===== src/rtl/fpcvt_pkg.sv =====
// Shared types, default widths and the width-legality check for fpcvt_seq.
package fpcvt_pkg;

    typedef enum logic [1:0] {
        IDLE = 2'd0,
        NORM = 2'd1,
        RND  = 2'd2,
        OUT  = 2'd3
    } state_t;

    localparam int DEF_DW = 12;
    localparam int DEF_EW = 3;
    localparam int DEF_FW = 4;

    // The integer must fit exactly: FW significand bits plus one shift per exponent step.
    function automatic bit width_ok(input int dw, input int ew, input int fw);
        return dw == fw + (1 << ew);
    endfunction

endpackage


===== src/rtl/fpcvt_round.sv =====
// Rounding of the normalised significand, including the carry into the exponent.
module fpcvt_round
    import fpcvt_pkg::*;
#(
    parameter int EW = DEF_EW,
    parameter int FW = DEF_FW
) (
    input  logic [FW-1:0] f0,
    input  logic          rb,
    input  logic [EW-1:0] exp_in,
    input  logic          mode,
    output logic [FW-1:0] f,
    output logic [EW-1:0] e,
    output logic          ovf
);

    // Round half up on magnitude; an all-ones carry renormalises or saturates.
    always_comb begin
        f   = f0;
        e   = exp_in;
        ovf = 1'b0;
        if (mode && rb) begin
            if (!(&f0)) begin
                f = f0 + FW'(1);
            end else if (!(&exp_in)) begin
                f = FW'(1) << (FW - 1);
                e = exp_in + EW'(1);
            end else begin
                f   = '1;
                ovf = 1'b1;
            end
        end
    end

endmodule


===== src/rtl/fpcvt_seq.sv =====
// Iterative integer-to-float converter: one normalising shift per clock, then round.
module fpcvt_seq
    import fpcvt_pkg::*;
#(
    parameter int DW = DEF_DW,
    parameter int EW = DEF_EW,
    parameter int FW = DEF_FW
) (
    input  logic          clk,
    input  logic          rst,
    input  logic          in_valid,
    output logic          in_ready,
    input  logic [DW-1:0] D,
    input  logic          rnd_mode,
    output logic          out_valid,
    input  logic          out_ready,
    output logic          S,
    output logic [EW-1:0] E,
    output logic [FW-1:0] F,
    output logic          sat
);

    generate
        if (!width_ok(DW, EW, FW)) begin : g_bad_width
            $error("fpcvt_seq: DW must equal FW + 2**EW");
        end
    endgenerate

    state_t          state_q, state_d;
    logic [DW-2:0]   mag_q;
    logic [EW-1:0]   exp_q;
    logic            mode_q;
    logic            sign_q;
    logic            clamp_q;
    logic [DW-1:0]   d_neg;
    logic            accept;
    logic            norm_done;
    logic [FW-1:0]   r_f;
    logic [EW-1:0]   r_e;
    logic            r_ovf;

    assign d_neg     = -D;
    assign accept    = (state_q == IDLE) && in_valid && in_ready;
    assign norm_done = mag_q[DW-2] || (exp_q == '0);

    fpcvt_round #(.EW(EW), .FW(FW)) u_round (
        .f0     (mag_q[DW-2 -: FW]),
        .rb     (mag_q[DW-2-FW]),
        .exp_in (exp_q),
        .mode   (mode_q),
        .f      (r_f),
        .e      (r_e),
        .ovf    (r_ovf)
    );

    // State register; reset abandons any conversion in flight.
    always_ff @(posedge clk or posedge rst) begin
        if (rst) state_q <= IDLE;
        else     state_q <= state_d;
    end

    // Next-state: normalise until the MSB is set or the exponent bottoms out.
    always_comb begin
        state_d = state_q;
        case (state_q)
            IDLE: if (accept)     state_d = NORM;
            NORM: if (norm_done)  state_d = RND;
            RND:                  state_d = OUT;
            OUT:  if (out_ready)  state_d = IDLE;
            default:              state_d = IDLE;
        endcase
    end

    // Working datapath: capture magnitude on accept, shift while normalising.
    always_ff @(posedge clk or posedge rst) begin
        if (rst) begin
            mag_q   <= '0;
            exp_q   <= '0;
            mode_q  <= 1'b0;
            sign_q  <= 1'b0;
            clamp_q <= 1'b0;
        end else if (accept) begin
            sign_q <= D[DW-1];
            exp_q  <= '1;
            mode_q <= rnd_mode;
            // The most negative input has no positive twin; clamp and flag it.
            if (D == {1'b1, {(DW-1){1'b0}}}) begin
                mag_q   <= '1;
                clamp_q <= 1'b1;
            end else begin
                mag_q   <= D[DW-1] ? d_neg[DW-2:0] : D[DW-2:0];
                clamp_q <= 1'b0;
            end
        end else if (state_q == NORM && !norm_done) begin
            mag_q <= mag_q << 1;
            exp_q <= exp_q - EW'(1);
        end
    end

    // Result registers: loaded once when rounding completes, held through OUT.
    always_ff @(posedge clk or posedge rst) begin
        if (rst) begin
            S         <= 1'b0;
            E         <= '0;
            F         <= '0;
            sat       <= 1'b0;
            out_valid <= 1'b0;
        end else if (state_q == RND) begin
            S         <= sign_q;
            E         <= r_e;
            F         <= r_f;
            sat       <= clamp_q | r_ovf;
            out_valid <= 1'b1;
        end else if (state_q == OUT && out_ready) begin
            out_valid <= 1'b0;
        end
    end

    // Registered ready so it stays low while reset is held and rises after release.
    always_ff @(posedge clk or posedge rst) begin
        if (rst) in_ready <= 1'b0;
        else     in_ready <= (state_d == IDLE);
    end

endmodule


===== config.mk =====
export PLATFORM = sky130hd
export DESIGN_NAME = fpcvt_seq
export DESIGN_NICKNAME = d
export VERILOG_FILES = /design/src/rtl/fpcvt_pkg.sv /design/src/rtl/fpcvt_round.sv /design/src/rtl/fpcvt_seq.sv
export SDC_FILE = /design/constraint.sdc
export NUM_CORES = 1
export LEC_CHECK = 0
export BUFFER_PORTS_ARGS = -buffer_cell sky130_fd_sc_hd__buf_2
export CAP_MARGIN = 20
export CORE_MARGIN = 3
export CORE_UTILIZATION = 55
export CTS_BUF_LIST = sky130_fd_sc_hd__clkbuf_16
export CTS_CLUSTER_DIAMETER = 30
export DETAILED_ROUTE_END_ITERATION = 8
export GPL_ROUTABILITY_DRIVEN = 1
export PLACE_DENSITY_LB_ADDON = 0.3
export SLEW_MARGIN = 20
export SYNTH_ARGS = -nofsm -noshare
export SYNTH_HDL_FRONTEND = slang
export SYNTH_SLANG_ARGS = --single-unit

===== constraint.sdc =====
create_clock -name clk -period 1.95 [get_ports clk]
set_input_delay 0.0975 -clock clk [delete_from_list [all_inputs] [get_ports clk]]
set_output_delay 0.0975 -clock clk [all_outputs]
set_load 0.005 [all_outputs]

### After elaboration in Yosys (flattened, before gate mapping)

Cells that the tools add are included.

| cells by class | value |
|---|---|
| reduce and logical (&&, ||, !) cells | 14 |
| add/sub/neg operators | 4 |
| muxes and demuxes | 22 |
| equality and inequality tests | 4 |
| bitwise operators | 1 |

Operators with widths:

| operator | count |
|---|---|
| $mux 11 | 4 |
| $mux 3 | 6 |
| $eq 12x12->1 const B | 1 |
| $neg 11->11 | 1 |
| $mux 4 | 2 |
| $pmux 2 s4 | 1 |
| $mux 1 | 6 |
| $mux 2 | 3 |
| $logic_and 1x1->1 | 5 |
| $add 4x1->4 const B | 1 |
| $eq 2x2->1 const B | 2 |
| $logic_not 2->1 | 2 |
| $reduce_and 4->1 | 1 |
| $reduce_bool 2->1 | 2 |
| $add 3x1->3 const B | 1 |
| $logic_not 3->1 | 1 |
| $reduce_and 3->1 | 1 |
| $sub 3x1->3 const B | 1 |
| $eq 2x1->1 const B | 1 |
| $logic_not 1->1 | 1 |
| $logic_or 1x1->1 | 1 |
| $or 1x1->1 | 1 |

| storage, ports and cells | value |
|---|---|
| register bits | 30 |
| input bits | 17 |
| output and inout bits | 11 |

### Depth between registers and ports, before layout

| logic depth | value |
|---|---|
| word-level depth | 6 |
| gate-level depth with buffers | 8 |
| depth with buffers taken out | 6 |

### Modules after synthesis

From an unflattened synthesis, not the netlist that was laid out.

| unflattened totals | value |
|---|---|
| cells, all modules | 168 |
| area total of the unflattened synthesis | 1677.9 um^2 |

Modules (own cells, without submodules):

| module | seq. area each (um^2) | instances | cells an instance | area an instance (um^2) |
|---|---|---|---|---|
| fpcvt_seq | 750.7 | 1 | 143 | 1473.9 |
| fpcvt_round | 0.0 | 1 | 25 | 203.9 |

### Worst setup path before layout

No wires, ideal clock.

| timing | value |
|---|---|
| path kind | register -> register |
| start point | register exp_q[0] |
| end point | register mag_q[1] |
| setup slack | 193 ps |
| data arrival time | 1613 ps |
| library setup time | 145 ps |
| stages on the path, launching flop included | 9 |
| clock period less this slack | 1757 ps |
| cells stage by stage | dfrtp_1 > inv_1 > ha_1 > nor2b_1 > clkbuf_1 > or3_1 > buf_2 > nand2_1 > a32oi_1 |

| on the way | value |
|---|---|
| longest elaborated chain between the ends | 5 |

RTL lines:

| item | RTL line | RTL |
|---|---|---|
| start: declaration | fpcvt_seq.sv:31 | `logic [EW-1:0] exp_q;` |
| start signal: assignment | fpcvt_seq.sv:96 | `exp_q <= exp_q - EW'(1);` |
| $logic_not 3->1 | fpcvt_seq.sv:44 | `assign norm_done = mag_q[DW-2] \|\| (exp_q == '0);` |
| $logic_or 1x1->1 | fpcvt_seq.sv:44 |  |
| $logic_not 1->1 | fpcvt_seq.sv:94 | `end else if (state_q == NORM && !norm_done) begin` |
| $logic_and 1x1->1 | fpcvt_seq.sv:94 |  |
| $reduce_bool 2->1 (no source line) | n/a |  |
| end signal: assignment | fpcvt_seq.sv:91 | `mag_q <= D[DW-1] ? d_neg[DW-2:0] : D[DW-2:0];` |
| end signal: assignment | fpcvt_seq.sv:95 | `mag_q <= mag_q << 1;` |
| end: declaration | fpcvt_seq.sv:30 | `logic [DW-2:0] mag_q;` |

Every way passes these cells.
A chain may end at the register's enable or synchronous reset.

### Final worst setup path

| timing | value |
|---|---|
| start point | register exp_q[0] |
| end point | register mag_q[8] |

The elaborated chain is that of the path after synthesis.

==> out/qor.yml <==
status: "completed"
yosysWarnings: 0
crit_path_start_kind: "flop"
finalSetupViolations: 0
reg2reg_from: "exp_q[0]$_DFFE_PP0P_"
clock_path_buffers: 2
die_height_um: 61.5
clkSlewWorstSetupHoldPaths_ns: 0.05
holdCritPathClass: "in2reg"
antenna_found_initial: 0
dr_total_vias: 1482
finalWeightedCongestion: 0.760
required_ns: 2.09
worst_slack_ns: 0.154
grt_pass1_vias: 1426
n_antenna_cell: 0
synth_fp_nets: 203
synth_cell_types: 36
layout_commonest_cell: "nand2_1"
vdd_drop_max_uv: 645
yosys.area.top_type_share: 0.443
min_period_over_period: 0.921
hold_start: "rnd_mode"
p_leak_nw: 0.952
finClkSkew_ns: 0.00589
drtAntennaViolNets: 0
start_util: 0.593
synthTopCellsByArea: "dfrtp_1 (44%), nand2_1 (9.5%), o21ai_0 (3.8%)"
drtPass1Iterations: 4
slew_violations: 0
synth_top_area_cell: "dfrtp_1"
synth_cells: 181
portBuffers: 27
synthToLayoutAreaGrowth_pct: 21.7
setup-tns-final_ns: 0
worstRegToRegCells: 6
maxCapViolations: 0
p_per_area_mw_per_mm2: 1520
gr-total-overflow: 0
dieWidth_um: 61.5
clock-sinks: 30
dieArea_mm2: 0.00378
worstPathMaxFanout: 10
crit_arrival_ns: 1.94
reg2reg_setup_slack_ns: 0.15
end_kind: "flop"
routed_via_density: 5.95
hold_violations: 0
n_fill_cell: 208
netlist_area_mm2: 0.00169
dr.first_iter.drc_count: 54
r2r_end: "mag_q[8]$_DFFE_PP0P_"
grt_pass1_wl_mm: 6.44
grt_setup_unrepaired: "false"
fin_crit_ns: 1.80
hold_depth: 3
synth-seq-area-share: 0.443
routed_wl_mm: 3.84
most-common-layout-cells: "nand2_1 (43), dfrtp_1 (30), buf_2 (27)"
slew_headroom: 0.700
worst-setup-path-type: "reg2reg"
cts_buffers: 5
core_area_mm2: 0.00285
drt-wirelength-per-cell_um: 15.4
globalRouteTotalUtil: 0.236
layout.nets: 239
yosys_register_bits: 30
dp_hpwl_mm: 2.76
worst_pin_slew_ns: 0.446
row_count: 19
grt_max_degree: 31
io_pins: 28
clk-insertion-delay-late_ns: 0.27
hold-path-endpoint: "mode_q$_DFFE_PP0P_"
cts_tree: "built"
htree_levels: 2
root_buffer: "clkbuf_16"
syn_avg_cell_area_um2: 9.35
max_freq_ghz: 0.557
final_layout_size_suffix_gt1_frac: 0.234
drc: 0
pre_cts_slack_ns: 0.0855
where the power goes:
group	leakage, nW	internal [mW]	switching, mW
Combinational	0.530	0.586	0.668
Clock	0.0724	0.458	0.245
Sequential	0.350	0.942	0.237
metal layers:
metal | global-route usage | share of wire | wire (um)
met5 | 0 | 0 | 0
met4 | 0.0970 | 0.021 | 82
met3 | 0.0776 | 0.059 | 226
met2 | 0.416 | 0.51 | 1970
met1 | 0.260 | 0.41 | 1560
cells in the mapped netlist:
library cell	n
xor2_1	4
nor2_2	1
ha_1	5
a211oi_1	4
mux2i_1	6
nand2_1	43
nor4_4	1
a21oi_1	1
or3b_4	1
and2_1	1
a31oi_1	1
and4bb_2	1
or3_1	2
o311ai_0	1
buf_2	2
clkbuf_1	5
nor2_1	6
or2_2	1
o41ai_2	1
inv_1	5
nor2b_1	3
and3_1	1
o31ai_1	3
a32oi_1	6
nand2b_1	7
nor4b_1	4
o21ai_0	13
dfrtp_1	30
nand4_1	1
nor3_2	1
nor3_1	2
nand3_1	5
or4_4	2
xnor2_1	5
o211ai_1	3
o22a_1	3
repair_timing:
action | CTS | global route
buffers inserted | 0 | 0
hold buffers | 1 | 0
endpoints found under the hold margin | 30 | 0
endpoints found under the setup margin | 0 | 11
resized for setup | 0 | 3
flip-flops by register name, indices dropped and copies added, names as in the netlist:
name       count
S              1
E              3
mode_q         1
sign_q         1
F              4
sat            1
mag_q         11
state_q        2
clamp_q        1
in_ready       1
out_valid      1
exp_q          3
final cells by class:
type / count / area [um^2] / share of cell area
timing repair buffer: 36 / 209 / 0.101
tap: 31 / 38.8 / 0.0188
sequential: 30 / 751 / 0.364
inverter: 5 / 18.8 / 0.00911
clock buffer: 5 / 125 / 0.0607
clock inverter: 3 / 12.5 / 0.00607
multi-input combinational: 139 / 906 / 0.440
critical path, cell delays in order, from the launching register on:
cell,delay (ns)
dfrtp_1,0.39
inv_1,0.11
ha_1,0.20
nor2b_1,0.15
or3_4,0.44
a211oi_1,0.27
o21ai_0,0.11
through the flow:
| stage | area (um^2) | cells | power [mW] | util | hold slack, ns |
|---|---|---|---|---|---|
| after CTS | 2050 | 249 | 3.13 | 0.717 | 0.0182 |
| final | 2060 | 249 | 3.14 | 0.722 | 0.0227 |
| after detailed placement | 1900 | 240 | 2.40 | 0.665 | 0.190 |
| after global placement | 1900 | 240 | 2.33 | 0.665 | 0.179 |
| after floorplan | 1690 | 181 | 1.98 | - | 0.188 |
| after global routing | 2060 | 249 | 3.41 | 0.722 | 0.0362 |
worst max path at each step:
stage	startpoint	endpoint	slack, ns	depth (start not counted)
2_1_floorplan	exp_q[0]$_DFFE_PP0P_	mag_q[1]$_DFFE_PP0P_	0.19	8
3_3_place_gp	exp_q[0]$_DFFE_PP0P_	mag_q[4]$_DFFE_PP0P_	0.21	7
3_5_place_dp	exp_q[0]$_DFFE_PP0P_	mag_q[6]$_DFFE_PP0P_	0.09	6
4_1_cts	exp_q[0]$_DFFE_PP0P_	mag_q[6]$_DFFE_PP0P_	0.05	6
5_1_grt	exp_q[0]$_DFFE_PP0P_	mag_q[9]$_DFFE_PP0P_	0.0002	8
6_report	exp_q[0]$_DFFE_PP0P_	mag_q[8]$_DFFE_PP0P_	0.15	6
logic make-up (layout without fill, tap and decap cells):
logic type | Yosys count | in the layout | share of synthesized area
adder cells (fa/ha/maj) | 5 | 5 | 0.0370
XOR/XNOR | 9 | 9 | 0.0466
multiplexers | 6 | 6 | 0.0355
AO/OA/AOI/OAI | 36 | 36 | 0.151
buffers and inverters | 12 | 49 | 0.0281
AND/OR/NAND/NOR | 83 | 83 | 0.259
flip-flops | 30 | 30 | 0.443
Note: power is estimated with default switching activity, not from simulation.
